==> src/rtl/erm16_bus_arbiter.sv <==
// ERM16 bus arbiter: shares one memory/IO bus between NREQ masters (0 = CPU), round-robin with bounded bursts.
// Latency: req sampled in IDLE -> ack after WAIT_CYCLES+2 cycles; one access every WAIT_CYCLES+3 cycles.
// Backpressure: a master holds req (level) until its one-cycle ack; requests are only evaluated in IDLE.
//
// Ports:
//   clk, rst                  rising-edge clock, synchronous active-high reset
//   req/m_addr/m_wdata/m_we   per-master request level and access (16-bit lanes, master i at [16i+15:16i])
//   gnt, ack                  one-hot grant (during access) and one-hot completion pulse
//   rdata                     read data, valid in ack cycle, held until the next read completes
//   mem_addr/mem_wdata/mem_we bus outputs, stable for the whole access
//   mem_rdata                 bus read data, sampled on the last access cycle
//   busy                      high whenever the arbiter is not IDLE
module erm16_bus_arbiter #(
  parameter int NREQ        = 3,
  parameter int WAIT_CYCLES = 1,
  parameter int MAX_BURST   = 4
) (
  input  logic                 clk,
  input  logic                 rst,
  input  logic [NREQ-1:0]      req,
  input  logic [16*NREQ-1:0]   m_addr,
  input  logic [16*NREQ-1:0]   m_wdata,
  input  logic [NREQ-1:0]      m_we,
  output logic [NREQ-1:0]      gnt,
  output logic [NREQ-1:0]      ack,
  output logic [15:0]          rdata,
  output logic [15:0]          mem_addr,
  output logic [15:0]          mem_wdata,
  output logic                 mem_we,
  input  logic [15:0]          mem_rdata,
  output logic                 busy
);

  localparam int PW  = (NREQ > 1) ? $clog2(NREQ) : 1;
  localparam int PW1 = PW + 1;
  localparam logic [3:0] WAIT_LOAD  = 4'(WAIT_CYCLES);
  localparam logic [3:0] BURST_LAST = 4'(MAX_BURST - 1);

  typedef enum logic [1:0] {IDLE = 2'd0, ACCESS = 2'd1, RESP = 2'd2} state_t;

  state_t          state, state_nxt;
  logic [PW-1:0]   ptr, ptr_nxt;
  logic [PW-1:0]   owner, owner_nxt;
  logic [3:0]      burst_cnt, burst_cnt_nxt;
  logic [3:0]      wait_cnt, wait_cnt_nxt;
  logic            last_vld, last_vld_nxt;
  logic [NREQ-1:0] gnt_nxt, ack_nxt;
  logic [15:0]     rdata_nxt, mem_addr_nxt, mem_wdata_nxt;
  logic            mem_we_nxt;
  logic            busy_nxt;

  logic            owner_req, cont, win_found;
  logic [PW-1:0]   scan_start, win_idx, sel;
  logic [PW1-1:0]  scan_pos;
  logic [15:0]     sel_addr, sel_wdata;
  logic            sel_we;

  function automatic logic [PW-1:0] wrap_inc(input logic [PW-1:0] i);
    return (i == PW'(NREQ - 1)) ? '0 : i + PW'(1);
  endfunction

  // Burst continuation: the previous owner still requests and has burst budget left.
  always_comb begin
    owner_req = 1'b0;
    for (int i = 0; i < NREQ; i++) begin
      if (owner == PW'(i)) owner_req = req[i];
    end
    cont = last_vld && owner_req && (burst_cnt < BURST_LAST);
  end

  // Round-robin scan. When a burst just ended the scan starts after the old owner;
  // this is the same value ptr takes at this IDLE, so the pointer update and the
  // scan agree within one cycle. Scanning k downwards lets the lowest offset win.
  always_comb begin
    scan_start = last_vld ? wrap_inc(owner) : ptr;
    win_found  = 1'b0;
    win_idx    = '0;
    scan_pos   = '0;
    for (int k = NREQ - 1; k >= 0; k--) begin
      scan_pos = {1'b0, scan_start} + PW1'(k);
      if (scan_pos >= PW1'(NREQ)) scan_pos = scan_pos - PW1'(NREQ);
      for (int i = 0; i < NREQ; i++) begin
        if ((scan_pos == PW1'(i)) && req[i]) begin
          win_found = 1'b1;
          win_idx   = PW'(i);
        end
      end
    end
  end

  // Select the winning master's access fields.
  always_comb begin
    sel       = cont ? owner : win_idx;
    sel_addr  = '0;
    sel_wdata = '0;
    sel_we    = 1'b0;
    for (int i = 0; i < NREQ; i++) begin
      if (sel == PW'(i)) begin
        sel_addr  = m_addr[16*i +: 16];
        sel_wdata = m_wdata[16*i +: 16];
        sel_we    = m_we[i];
      end
    end
  end

  always_comb begin
    state_nxt     = state;
    ptr_nxt       = ptr;
    owner_nxt     = owner;
    burst_cnt_nxt = burst_cnt;
    wait_cnt_nxt  = wait_cnt;
    last_vld_nxt  = last_vld;
    gnt_nxt       = gnt;
    ack_nxt       = '0;
    rdata_nxt     = rdata;
    mem_addr_nxt  = mem_addr;
    mem_wdata_nxt = mem_wdata;
    mem_we_nxt    = mem_we;

    unique case (state)
      IDLE: begin
        mem_we_nxt = 1'b0;
        if (cont) begin
          burst_cnt_nxt = burst_cnt + 4'd1;
        end else begin
          if (last_vld) begin
            ptr_nxt      = wrap_inc(owner);
            last_vld_nxt = 1'b0;
          end
          if (win_found) begin
            owner_nxt     = win_idx;
            burst_cnt_nxt = 4'd0;
          end
        end
        if (cont || win_found) begin
          state_nxt     = ACCESS;
          gnt_nxt       = NREQ'(1) << sel;
          mem_addr_nxt  = sel_addr;
          mem_wdata_nxt = sel_wdata;
          mem_we_nxt    = sel_we;
          wait_cnt_nxt  = WAIT_LOAD;
        end
      end
      ACCESS: begin
        if (wait_cnt == 4'd0) begin
          state_nxt  = RESP;
          gnt_nxt    = '0;
          mem_we_nxt = 1'b0;
          ack_nxt    = gnt;
          // Writes leave the previously read value visible.
          if (!mem_we) rdata_nxt = mem_rdata;
        end else begin
          wait_cnt_nxt = wait_cnt - 4'd1;
        end
      end
      RESP: begin
        state_nxt    = IDLE;
        last_vld_nxt = 1'b1;
      end
      default: state_nxt = IDLE;
    endcase

    busy_nxt = (state_nxt != IDLE);
  end

  always_ff @(posedge clk) begin
    if (rst) begin
      state     <= IDLE;
      ptr       <= '0;
      owner     <= '0;
      burst_cnt <= '0;
      wait_cnt  <= '0;
      last_vld  <= 1'b0;
      gnt       <= '0;
      ack       <= '0;
      rdata     <= '0;
      mem_addr  <= '0;
      mem_wdata <= '0;
      mem_we    <= 1'b0;
      busy      <= 1'b0;
    end else begin
      state     <= state_nxt;
      ptr       <= ptr_nxt;
      owner     <= owner_nxt;
      burst_cnt <= burst_cnt_nxt;
      wait_cnt  <= wait_cnt_nxt;
      last_vld  <= last_vld_nxt;
      gnt       <= gnt_nxt;
      ack       <= ack_nxt;
      rdata     <= rdata_nxt;
      mem_addr  <= mem_addr_nxt;
      mem_wdata <= mem_wdata_nxt;
      mem_we    <= mem_we_nxt;
      busy      <= busy_nxt;
    end
  end

endmodule
==> config.mk <==
export PLATFORM = sky130hd
export DESIGN_NAME = erm16_bus_arbiter
export DESIGN_NICKNAME = d
export VERILOG_FILES = /design/src/rtl/erm16_bus_arbiter.sv
export SDC_FILE = /design/constraint.sdc
export NUM_CORES = 1
export LEC_CHECK = 0
export CORE_ASPECT_RATIO = 0.8
export CORE_MARGIN = 1.5
export CORE_UTILIZATION = 35
export CTS_BUF_LIST = sky130_fd_sc_hd__clkbuf_8
export DETAILED_ROUTE_END_ITERATION = 7
export GPL_TIMING_DRIVEN = 0
export PLACE_DENSITY = 0.79
export RECOVER_POWER = 50
export SYNTH_ARGS = -nofsm -noshare
export SYNTH_HDL_FRONTEND = slang
export SYNTH_SLANG_ARGS = --single-unit
==> constraint.sdc <==
create_clock -name clk -period 3.25 [get_ports clk]
set_input_delay 0.975 -clock clk [delete_from_list [all_inputs] [get_ports clk]]
set_output_delay 0.975 -clock clk [all_outputs]
set_load 0.03 [all_outputs]
# == Word level (Yosys, flattened, before mapping) ==
# Cells that the tools add are included.
# classes
n_shift,1
mux,51
n_eq_ne,16
add_sub_neg,8
n_lt_le_gt_ge,4
n_reduce_logical,33
n_bitwise,4
# op_table
operator,n
$mux W16,6
$mux W2,12
$mux W1,19
$mux W4,4
$mux W3,5
$reduce_and A3 Y1,4
$logic_and A1 B1 Y1,11
$reduce_and A2 Y1,5
$eq A3 B1 Y1 const B,3
$eq A3 B2 Y1 const B,3
$logic_not A3 Y1,3
$ne A2 B2 Y1 const B,4
$pmux W4 S2,1
$reduce_bool A2 Y1,4
$eq A2 B1 Y1 const B,3
$eq A2 B2 Y1 const B,3
$ge A3 B2 Y1 const B,2
$logic_not A2 Y1,3
$pmux W3 S2,1
$sub A3 B2 Y3 const B,2
$add A4 B1 Y4 const B,1
$logic_not A4 Y1,1
$lt A4 B2 Y1 const B,1
$not A1 Y1,4
11 further kinds,12
# word_totals
register_bits,71
word_cells,130
out_inout_bits,56
inputBits,120

# == Longest topological paths before layout ==
# Gate-level depths: netlist of run 1.
# logic_depth
word_depth,23
depth_mapped,10
depth_no_buf,7

# == Least setup slack after synthesis of run 1 ==
# No wires, ideal clock.
# synth_timing
kind,input -> register
startpoint,input req[2]
endpoint,register mem_wdata[0]
setup_slack_ps,777
stages,8
setup_time_ps,122
arrival_ps,2351
path_buffers,2
cell_sequence,and4bb_2 > a31oi_1 > o2111a_1 > mux2_4 > buf_6 > buf_6 > mux2i_1 > o21ai_1
# synth_via
elab_chain_cells,13
word_cells_on_any_way,29
# synth_lines
item,line_no,text
from (decl),20,"input logic [NREQ-1:0] req,"
$logic_and A1 B1 Y1,83,if ((scan_pos == PW1'(i)) && req[i]) begin
$mux W2 (7 in series),83,
$mux W2,93,sel = cont ? owner : win_idx;
$logic_not A2 Y1,98,if (sel == PW'(i)) begin
$mux W16 (3 in series),98,
to (signal assigned),192,mem_wdata <= mem_wdata_nxt;
to (decl),28,"output logic [15:0] mem_wdata,"
# Parallel ways exist; a longest one is shown, timed or not.
# A chain may end at the register's enable or synchronous reset.

# == Final worst setup path of run 1 ==
# layout_timing
startpoint,input req[2]
endpoint,register mem_addr[1]
# layout_via
elab_chain_cells,13
word_cells_on_any_way,29
# layout_lines
item,line_no,text
$logic_and A1 B1 Y1,83,
$mux W2 (7 in series),83,
$mux W2,93,
$logic_not A2 Y1,98,
$mux W16 (3 in series),98,
to (signal assigned),191,mem_addr <= mem_addr_nxt;
to (decl),27,"output logic [15:0] mem_addr,"
# Parallel ways exist; a longest one is shown, timed or not.

==> flow_metrics.py, run 1 <==
metrics = {
    "global_routing": {
        "grt.overflow.total": 0,
        "antenna_found_initial": 0,
        "grt_usage_pct": 21.70,
        "grt_pass1_vias": 3297,
        "grt_max_degree": 15,
        "grt_first_pass_wirelength_microns": 15770,
    },
    "setup_path": {
        "cp-end-kind": "flop",
        "crit_path_end": "mem_addr[1]",
        "worstPathArrival_ps": 3300,
        "rrSetupSlack_ps": 670,
        "startpoint_type": "input pin",
        "crit_type": "input pin to flop",
        "r2r_start": "burst_cnt[0]",
        "r2r_end": "mem_wdata[6]",
        "crit_path_start": "req[2]",
        "reg2reg_depth": 8,
        "crit_fanout": 10,
        "worstPathRequired_ps": 3500,
    },
    "synthesis": {
        "avgSynthCellArea_sq_um": 8.959,
        "synth_cells": 350,
        "yosysMostFrequentCell": "dfxtp_1",
        "synth_cell_types": 43,
        "syn_area_sq_um": 3136,
        "synthesis.nets": 472,
        "async_reset_ff_share_pct": 0,
        "synth-edff-count": 0,
        "synth_top_area_share_pct": 45.33,
        "synth_ff_type": "dfxtp_1",
        "synthTopCellsByCount": "71 x dfxtp_1, 57 x nand2_1, 30 x mux2i_1, 22 x a21oi_1, 16 x a32oi_1",
        "synth_area_leader_cell": "dfxtp_1",
        "yosys-top-cells-area": "dfxtp_1 45%, mux2i_1 9.6%, nand2_1 6.8%",
        "ys_warn_count": 0,
        "ys_ff_latch": 71,
        "ys_seq_area_share_pct": 45.33,
    },
    "floorplan": {
        "die_y_microns": 87.66,
        "core_sq_um": 8596,
        "start_util_pct": 36.48,
        "num_rows": 30,
        "fp.dieW_microns": 108.8,
        "io-pin-count": 176,
        "die_area_sq_um": 9539,
    },
    "worst_hold_path": {
        "holdPathStages": 2,
        "hold_path.class": "flop to flop",
        "min-delay-start": "rdata[4]",
    },
    "timing": {
        "fin_worst_skew_ps": 9.431,
        "setup_viol_count_final": 0,
        "relSlewSlack_pct": 58.83,
        "hold_slack_ps": 451.2,
        "tightest_slew_ps": 615.2,
        "finalSetupTns_ps": 0,
        "finalHoldViolations": 0,
        "max_freq_mhz": 327.4,
        "period_needed_ps": 3055,
        "finalCritPeriodShare_pct": 93.99,
        "rsz0062_at_grt": "no",
        "drv_slew": 0,
    },
    "clocking": {
        "clkLatencyLatePin_ps": 340,
        "clockBufferDepth": 2,
        "htree_levels": 3,
        "hold_buffers": 0,
        "cts_setup_buffers": 0,
        "cts_tree": "yes",
        "root_buffer": "clkbuf_8",
        "cts_sinks": 71,
        "clk_pin_slew_ps": 90,
        "cts_buffers": 9,
        "cts.repair.resized": 0,
    },
    "placed_design": {
        "place_area_sq_um": 5017,
        "place_congestion": 0.8278,
        "place_hpwl_microns": 7825,
        "portBuffers": 174,
    },
    "cells_and_area": {
        "fillCellCount": 743,
        "drive_above_1_share_pct": 5.741,
        "nNetsFinal": 657,
        "diodes": 0,
        "post-route-util_pct": 61.00,
        "finalInstanceArea_sq_um": 5244,
        "regArea_sq_um": 1421,
        "multiInputGateArea_sq_um": 1543,
        "syn_to_final_growth_pct": 67.24,
    },
    "drt": {
        "drtIter0Drc": 134,
        "dr.pass1.iters": 4,
        "via_per_inst": 5.054,
        "wl_per_cell_microns": 15.68,
        "ant_nets": 0,
        "drc": 0,
        "num_vias": 3295,
        "wl_microns": 10230,
    },
    "pwr": {
        "power_density_nw_per_um2": 612.7,
        "total_leakage_power_nw": 2.054,
        "power.total_mw": 3.213,
        "ir_drop_mv": 0.3325,
    },
    "run": {
        "drv_cap": 0,
    },
    "run_status": {
        "status": "complete, no violations",
    },
}
-- cells by family (layout without fill, tap and decap cells) --
kind of cell    Yosys count  count (layout)  share of synthesized area (%)
simple gates            115             115                          17.28
compound gates           91              91                          19.51
flops                    71              71                          45.33
buf+inv                  36             226                          5.467
mux                      32              32                          10.77
xor+xnor                  3               3                         0.8381
fa+ha+maj                 2               2                         0.7980
-- registers in the layout (all words and copies together) (netlist names), 2 cells and up --
name	cells
mem_addr	16
wait_cnt	4
ptr	2
state	2
gnt	3
ack	3
owner	2
rdata	16
mem_wdata	16
burst_cnt	4
-- power breakdown --
group | switching, mW | total [mW] | internal (mW)
combinational | 0.736 | 1.27 | 0.530
clock | 0.365 | 0.807 | 0.442
sequential | 0.100 | 1.14 | 1.04
total | 1.20 | 3.21 | 2.01
-- final cells by class --
cell class | count | area share (%)
inverter | 13 | 0.9306
sequential | 71 | 27.11
clock inverter | 7 | 1.957
timing repair buffer | 174 | 33.21
multi-input combinational | 243 | 29.42
tap | 112 | 2.672
clock buffer | 9 | 2.362
buffer | 23 | 2.338
-- stage by stage --
stage | cells | worst slack (ps)
finish | 652 | 195.2
global route | 652 | 5.578
CTS | 652 | 174.1
detailed placement | 636 | -201.4
global placement | 636 | -92.80
floorplan | 350 | 777.2
-- routing by layer --
metal  up-vias  GRT usage, %  share of wire [%]
met5         -             0                  0
met4         0         5.742                1.1
met2       114         37.79                 50
met1      1535         24.68                 41
li1       1636             -                  -
met3        10         9.003                8.1
-- cells in the final DEF, fill, tap and decap left out, types with 2 or more instances in the layout --
cell type,count
or3_1,3
o21ai_1,13
nor3_1,10
o211ai_1,3
buf_6,4
mux2i_1,30
and2_1,7
a32oi_1,16
o221ai_1,15
a22oi_1,2
o21ai_0,11
dlygate4sd3_1,46
nand2b_1,3
a21oi_1,22
bufinv_16,2
nand3b_1,2
buf_2,5
clkbuf_8,9
ha_1,2
nand3_1,5
inv_6,3
inv_1,13
a31oi_1,2
nand2_1,57
nor2_1,15
clkdlybuf4s50_1,128
nor2b_1,4
dfxtp_1,71
xor2_1,3
clkbuf_1,13
-- worst max-delay path: stages --
cell and delay, ps:
clkdlybuf4s50_1 490, or3_1 440, and2_1 160, clkbuf_1 200, nor2_1 390, clkbuf_1 450
nand2_1 100, o221ai_1 100
-- worst min path at each step --
| stage | end | slack, ps |
|---|---|---|
| global route | rdata[6] | 470 |
| CTS | rdata[6] | 460 |
| floorplan | burst_cnt[2] | 420 |
| global placement | mem_addr[0] | 440 |
| detailed placement | burst_cnt[3] | 440 |
| finish | rdata[4] | 450 |
No activity file was read; power rests on OpenSTA's default activity.
==> run 2: changes to the inputs <==
--- a/config.mk
+++ b/config.mk
@@ -6,7 +6,7 @@
 export NUM_CORES = 1
 export LEC_CHECK = 0
 export CORE_ASPECT_RATIO = 0.8
-export CORE_MARGIN = 1.5
+export CORE_MARGIN = 2
 export CORE_UTILIZATION = 35
 export CTS_BUF_LIST = sky130_fd_sc_hd__clkbuf_8
 export DETAILED_ROUTE_END_ITERATION = 7
==> flow_metrics.py, run 2 (same netlist as run 1, synthesis figures left out) <==
metrics = {
    "run_status": {
        "status": "complete, no violations",
    },
    "setup_path": {
        "crit_path_end": "mem_addr[3]",
        "path_cells": "clkdlybuf4s50_1 > or3_1 > and2_1 > clkbuf_1 > nor2_1 > clkbuf_1 > nand2_1 > o221ai_1",
        "reg2reg_depth": 8,
        "worstPathArrival_ps": 3290,
        "critPathMostFrequentCell": "clkbuf_1",
        "worstPathRequired_ps": 3500,
        "r2r_end": "mem_wdata[12]",
        "crit_type": "input pin to flop",
        "cp_slowest_cell": "clkdlybuf4s50_1",
        "critPathMaxStageDelay_ps": 490,
        "r2r_start": "burst_cnt[0]",
        "cp-end-kind": "flop",
        "crit_fanout": 10,
        "startpoint_type": "input pin",
        "rrSetupSlack_ps": 750,
        "crit_path_start": "req[2]",
    },
    "timing": {
        "fin_worst_skew_ps": 8.371,
        "finalHoldViolations": 0,
        "rsz0062_at_grt": "no",
        "hold_slack_ps": 453.4,
        "relSlewSlack_pct": 55.81,
        "period_needed_ps": 3042,
        "finalCritPeriodShare_pct": 93.61,
        "max_freq_mhz": 328.7,
        "drv_slew": 0,
        "setup_viol_count_final": 0,
        "tightest_slew_ps": 660.4,
    },
    "drt": {
        "num_vias": 3327,
        "drtIter0Drc": 137,
        "dr.pass1.iters": 4,
        "wl_microns": 10510,
        "via_per_inst": 5.103,
        "wl_per_cell_microns": 16.12,
        "met1Wirelength_microns": 4233,
        "routed.top_layer": "met4",
        "wl_met3_microns": 852,
        "route.met2.wl_microns": 5272,
        "drc": 0,
        "ant_nets": 0,
    },
    "floorplan": {
        "io-pin-count": 176,
        "die_y_microns": 88.66,
        "start_util_pct": 36.48,
        "num_rows": 30,
        "fp.dieW_microns": 109.8,
        "die_area_sq_um": 9736,
        "core_sq_um": 8596,
    },
    "cells_and_area": {
        "finalInstanceArea_sq_um": 5250,
        "diodes": 0,
        "largestRegisters": "mem_addr (16), mem_wdata (16), rdata (16)",
        "fillCellCount": 771,
        "syn_to_final_growth_pct": 67.44,
        "fin_cells": 652,
        "drive_above_1_share_pct": 5.926,
        "final_common_cell": "clkdlybuf4s50_1",
        "layout_common_cells": "126 x clkdlybuf4s50_1, 71 x dfxtp_1, 57 x nand2_1",
        "nNetsFinal": 657,
    },
    "pwr": {
        "power_density_nw_per_um2": 613.2,
        "ir_drop_mv": 0.2769,
        "total_leakage_power_nw": 2.060,
    },
    "clocking": {
        "clkLatencyLatePin_ps": 340,
        "cts_tree": "yes",
        "clockBufferDepth": 2,
        "cts_sinks": 71,
        "hold_buffers": 0,
        "clk_pin_slew_ps": 80,
        "cts_setup_buffers": 0,
        "cts_buffers": 9,
        "htree_levels": 3,
        "root_buffer": "clkbuf_8",
        "cts.repair.resized": 0,
    },
    "placed_design": {
        "place_area_sq_um": 5017,
        "place_hpwl_microns": 8202,
        "portBuffers": 174,
        "place_congestion": 0.8344,
        "dp.cells": 636,
    },
    "global_routing": {
        "grt_max_degree": 13,
        "antenna_found_initial": 0,
        "grt_pass1_vias": 3346,
        "grt.overflow.total": 0,
        "grt_usage_pct": 22.17,
        "grt_first_pass_wirelength_microns": 16550,
    },
    "worst_hold_path": {
        "min-delay-start": "mem_addr[13]",
        "hold_path.class": "flop to flop",
    },
    "run": {
        "drv_cap": 0,
    },
}
## run 2: cell count changes in the layout (fill, tap and decap cells not counted), sizes merged
| cell | delta |
|---|---|
| clkbuf | +2 |
| clkdlybuf4s50 | -2 |
| clkinvlp | +1 |
| dlygate4sd3 | +2 |
| inv | -3 |
## run 2: layout make-up
type	instances	area [sq um]	area share, %
repair buffers	174	1742	33.17
inverters	13	48.80	0.9295
clock inverters	5	80.08	1.525
plain buffers	23	123.9	2.359
multi-input cells	243	1543	29.39
clock buffers	11	151.4	2.884
flip-flops and latches	71	1421	27.07
well taps	112	140.1	2.669
## run 2: worst min-delay path by stage
stage | end | cells past startpoint
2_1_floorplan | burst_cnt[2] | 1
3_3_place_gp | mem_wdata[13] | 2
3_5_place_dp | mem_wdata[13] | 2
4_1_cts | rdata[12] | 2
5_1_grt | rdata[11] | 2
6_report | mem_addr[13] | 2
## run 2: routing by layer
| metal | track usage [%] | vias up |
|---|---|---|
| met5 | 0 | - |
| met1 | 25.75 | 1567 |
| met2 | 38.15 | 110 |
| met4 | 6.329 | 0 |
| li1 | - | 1635 |
| met3 | 8.542 | 15 |
## run 2: where the power goes
group          switching, mW  total, mW  internal [mW]
registers             0.0978       1.14           1.04
logic                  0.738       1.27          0.528
clock network          0.342      0.815          0.473
## run 2: worst max-delay path, delay by kind of cell
kind	cells	cell delay, ps
buf+inv	3	1130
simple gates	4	1100
compound gates	1	90
## run 2: per-stage QoR
step | setup TNS (ps) | utilization, % | total power, mW | setup WS (ps)
2_1_floorplan | 0 | - | 1.895 | 777.2
3_3_place_gp | -1566 | 58.37 | 2.436 | -81.13
3_5_place_dp | -2670 | 58.37 | 2.472 | -146.4
4_1_cts | 0 | 61.06 | 3.295 | 199.6
5_1_grt | 0 | 61.08 | 3.402 | 49.16
6_report | 0 | 61.08 | 3.219 | 207.7
==> run 3: changes to the inputs <==
--- a/config.mk
+++ b/config.mk
@@ -5,13 +5,16 @@
 export SDC_FILE = /design/constraint.sdc
 export NUM_CORES = 1
 export LEC_CHECK = 0
+export ABC_AREA = 1
+export CELL_PAD_IN_SITES_DETAIL_PLACEMENT = 2
+export CELL_PAD_IN_SITES_GLOBAL_PLACEMENT = 2
 export CORE_ASPECT_RATIO = 0.8
 export CORE_MARGIN = 2
-export CORE_UTILIZATION = 35
-export CTS_BUF_LIST = sky130_fd_sc_hd__clkbuf_8
+export CORE_UTILIZATION = 22
+export CTS_BUF_LIST = sky130_fd_sc_hd__clkbuf_2
 export DETAILED_ROUTE_END_ITERATION = 7
 export GPL_TIMING_DRIVEN = 0
-export PLACE_DENSITY = 0.79
+export PLACE_DENSITY = 0.89
 export RECOVER_POWER = 50
 export SYNTH_ARGS = -nofsm -noshare
 export SYNTH_HDL_FRONTEND = slang
==> flow_metrics.py, run 3 <==
metrics = {
    "run_status": {
        "status": "complete, no violations",
    },
    "worst_hold_path": {
        "hold_path.class": "flop to flop",
    },
    "setup_path": {
        "crit_fanout": 10,
        "startpoint_type": "input pin",
        "cp_slowest_cell": "dlygate4sd3_1",
        "critPathMostFrequentCell": "nand2_1",
        "crit_type": "input pin to flop",
        "path_cells": "dlygate4sd3_1 > inv_1 > o211ai_1 > nand2_1 > inv_1 > nand2_1 > nand2_1 > clkbuf_2 > buf_6 > o211ai_2 > nand3_1 > nand2_1",
        "cp-end-kind": "flop",
        "critPathMaxStageDelay_ps": 580,
        "worstPathArrival_ps": 3450,
        "worstPathRequired_ps": 3750,
    },
    "drt": {
        "wl_per_cell_microns": 17.54,
        "drtIter0Drc": 168,
        "ant_nets": 0,
        "via_per_inst": 4.548,
        "drc": 0,
        "wl_microns": 15820,
        "num_vias": 4102,
        "dr.pass1.iters": 4,
    },
    "global_routing": {
        "grt_first_pass_wirelength_microns": 25010,
        "gr-usage-met2_pct": 32.27,
        "grt_pass1_vias": 4698,
        "antenna_found_initial": 2,
        "grt_usage_pct": 18.33,
        "busiest_layer": "met2",
        "grt_max_degree": 12,
        "grt_util_met3_pct": 4.710,
        "use_met1_pct": 20.99,
        "grt.overflow.total": 0,
    },
    "floorplan": {
        "fp.dieW_microns": 147.2,
        "io-pin-count": 176,
        "core_sq_um": 15900,
        "num_rows": 41,
        "die_y_microns": 118.6,
        "die_area_sq_um": 17450,
        "start_util_pct": 22.70,
    },
    "clocking": {
        "cts_sinks": 71,
        "cts.repair.resized": 0,
        "hold_buffers": 0,
        "cts_setup_buffers": 0,
        "clkLatencyLatePin_ps": 570,
        "root_buffer": "clkbuf_2",
        "clockBufferDepth": 2,
        "clk_pin_slew_ps": 200,
        "htree_levels": 3,
        "cts_tree": "yes",
        "cts_buffers": 9,
    },
    "timing": {
        "setup_viol_count_final": 0,
        "fin_worst_skew_ps": 28.79,
        "finalCritPeriodShare_pct": 90.85,
        "tightest_slew_ps": 567.9,
        "rsz0062_at_grt": "no",
        "max_freq_mhz": 338.7,
        "relSlewSlack_pct": 62.14,
        "finalSetupTns_ps": 0,
        "hold_slack_ps": 467.4,
        "drv_slew": 0,
        "finalHoldViolations": 0,
        "period_needed_ps": 2953,
    },
    "placed_design": {
        "place_hpwl_microns": 12770,
        "place_congestion": 0.8160,
        "portBuffers": 174,
    },
    "synthesis": {
        "yosysMostFrequentCell": "nand2_1",
        "ys_ff_latch": 71,
        "yosys-top-cells-area": "dfxtp_1 39%, nand2_1 15%, o211ai_2 6.2%",
        "synth_area_leader_cell": "dfxtp_1",
        "synthTopCellsByCount": "149 x nand2_1, 71 x dfxtp_1, 50 x nor2_1, 39 x inv_1, 24 x o21ai_0",
        "synth_cell_types": 33,
        "synthesis.nets": 618,
        "synth_cells": 496,
        "async_reset_ff_share_pct": 0,
        "synth_top_area_share_pct": 39.38,
        "ys_warn_count": 0,
        "ys_seq_area_share_pct": 39.38,
        "synth_ff_type": "dfxtp_1",
        "syn_area_sq_um": 3610,
        "synth-edff-count": 0,
        "avgSynthCellArea_sq_um": 7.278,
    },
    "pwr": {
        "switching_power_mw": 1.439,
        "power_frac_clock_pct": 15.6,
        "p_int_mw": 1.855,
        "power_frac_comb_pct": 49.3,
        "total_leakage_power_nw": 2.561,
        "ir_drop_mv": 0.1903,
        "power_density_nw_per_um2": 576.8,
        "switching_share_pct": 43.68,
        "pwr-share-seq_pct": 35.1,
    },
    "cells_and_area": {
        "regArea_sq_um": 1421,
        "layout_common_cells": "151 x nand2_1, 149 x clkdlybuf4s50_1, 71 x dfxtp_1",
        "final_common_cell": "nand2_1",
        "drive_above_1_share_pct": 12.41,
        "largestRegisters": "mem_addr (16), mem_wdata (16), rdata (16)",
        "fillCellCount": 1867,
        "nNetsFinal": 803,
        "syn_to_final_growth_pct": 58.23,
        "multiInputGateArea_sq_um": 1847,
    },
    "run": {
        "drv_cap": 0,
    },
}
==> run 3: changes by cell type after synthesis, moves of 8 or more <==
cell,change
mux2i_1,-30
nand2_2,+14
a21oi_1,-9
o21ai_0,+13
a32oi_1,-16
nand3_1,+18
nand2_1,+92
nand3_2,+11
and2_1,-8
o211ai_2,+18
o221ai_1,-15
inv_1,+26
nor2_1,+35
==> run 3: worst max-delay path, delay by kind of cell <==
family	cells	cell delay, ps
buf+inv	5	1410
simple gates	5	760
compound gates	2	300
==> run 3: path summary, 6_finish.rpt <==
check	from	end	slack [ps]	cells past startpoint
worst max-delay path	req[1]	mem_addr[5]	300	12
worst min-delay path	mem_addr[10]	mem_addr[10]	470	2
worst max register to register	last_vld	mem_addr[5]	780	11
worst min register to register	mem_addr[10]	mem_addr[10]	470	2
==> run 3: logic make-up (layout without fill, tap and decap cells) <==
kind of cell	after synthesis	count (layout)	synth area share, %
flip-flops	71	71	39.38
AO/OA/AOI/OAI	73	73	14.77
other	0	2	0
adder cells (fa/ha/maj)	2	2	0.6931
AND/OR/NAND/NOR	281	281	35.98
buffers and inverters	69	258	9.185
==> run 3: metal layers <==
metal	wire length, microns	vias up	part of all wire, %
li1	-	1972	-
met1	6412	1978	41
met2	8102	126	51
met3	910	26	5.8
met4	395	0	2.5
met5	0	-	0
==> run 3: power groups by stage <==
stage / Sequential, mW / Combinational (mW) / Clock (mW)
after floorplan: 1.45 / 0.665 / 0
after global placement: 1.16 / 1.58 / 0
after detailed placement: 1.18 / 1.67 / 0
after CTS: 1.16 / 1.68 / 0.537
after global routing: 1.18 / 1.77 / 0.571
final: 1.16 / 1.62 / 0.515
==> run 3: layout make-up <==
class                      instances  share of cell area (%)
multi-input combinational        356                   32.33
timing repair buffer             174                   30.49
sequential                        71                   24.88
tap                              215                   4.710
buffer                            26                   2.870
inverter                          43                   2.826
clock buffer                      11                  0.9639
clock inverter                     4                  0.8324
antenna                            2                 0.08762
==> run 3: per-stage QoR <==
| step | setup WS [ps] | utilization (%) | power [mW] | instance area (sq um) | std cells |
|---|---|---|---|---|---|
| final | 297.4 | 35.92 | 3.294 | 5712 | 902 |
| after floorplan | 1036 | - | 2.113 | 3610 | 496 |
| after global routing | 123.5 | 35.92 | 3.517 | 5712 | 902 |
| after CTS | 426.5 | 35.99 | 3.380 | 5723 | 900 |
| after global placement | -72.55 | 35.34 | 2.749 | 5620 | 885 |
| after detailed placement | -261.0 | 35.34 | 2.847 | 5620 | 885 |
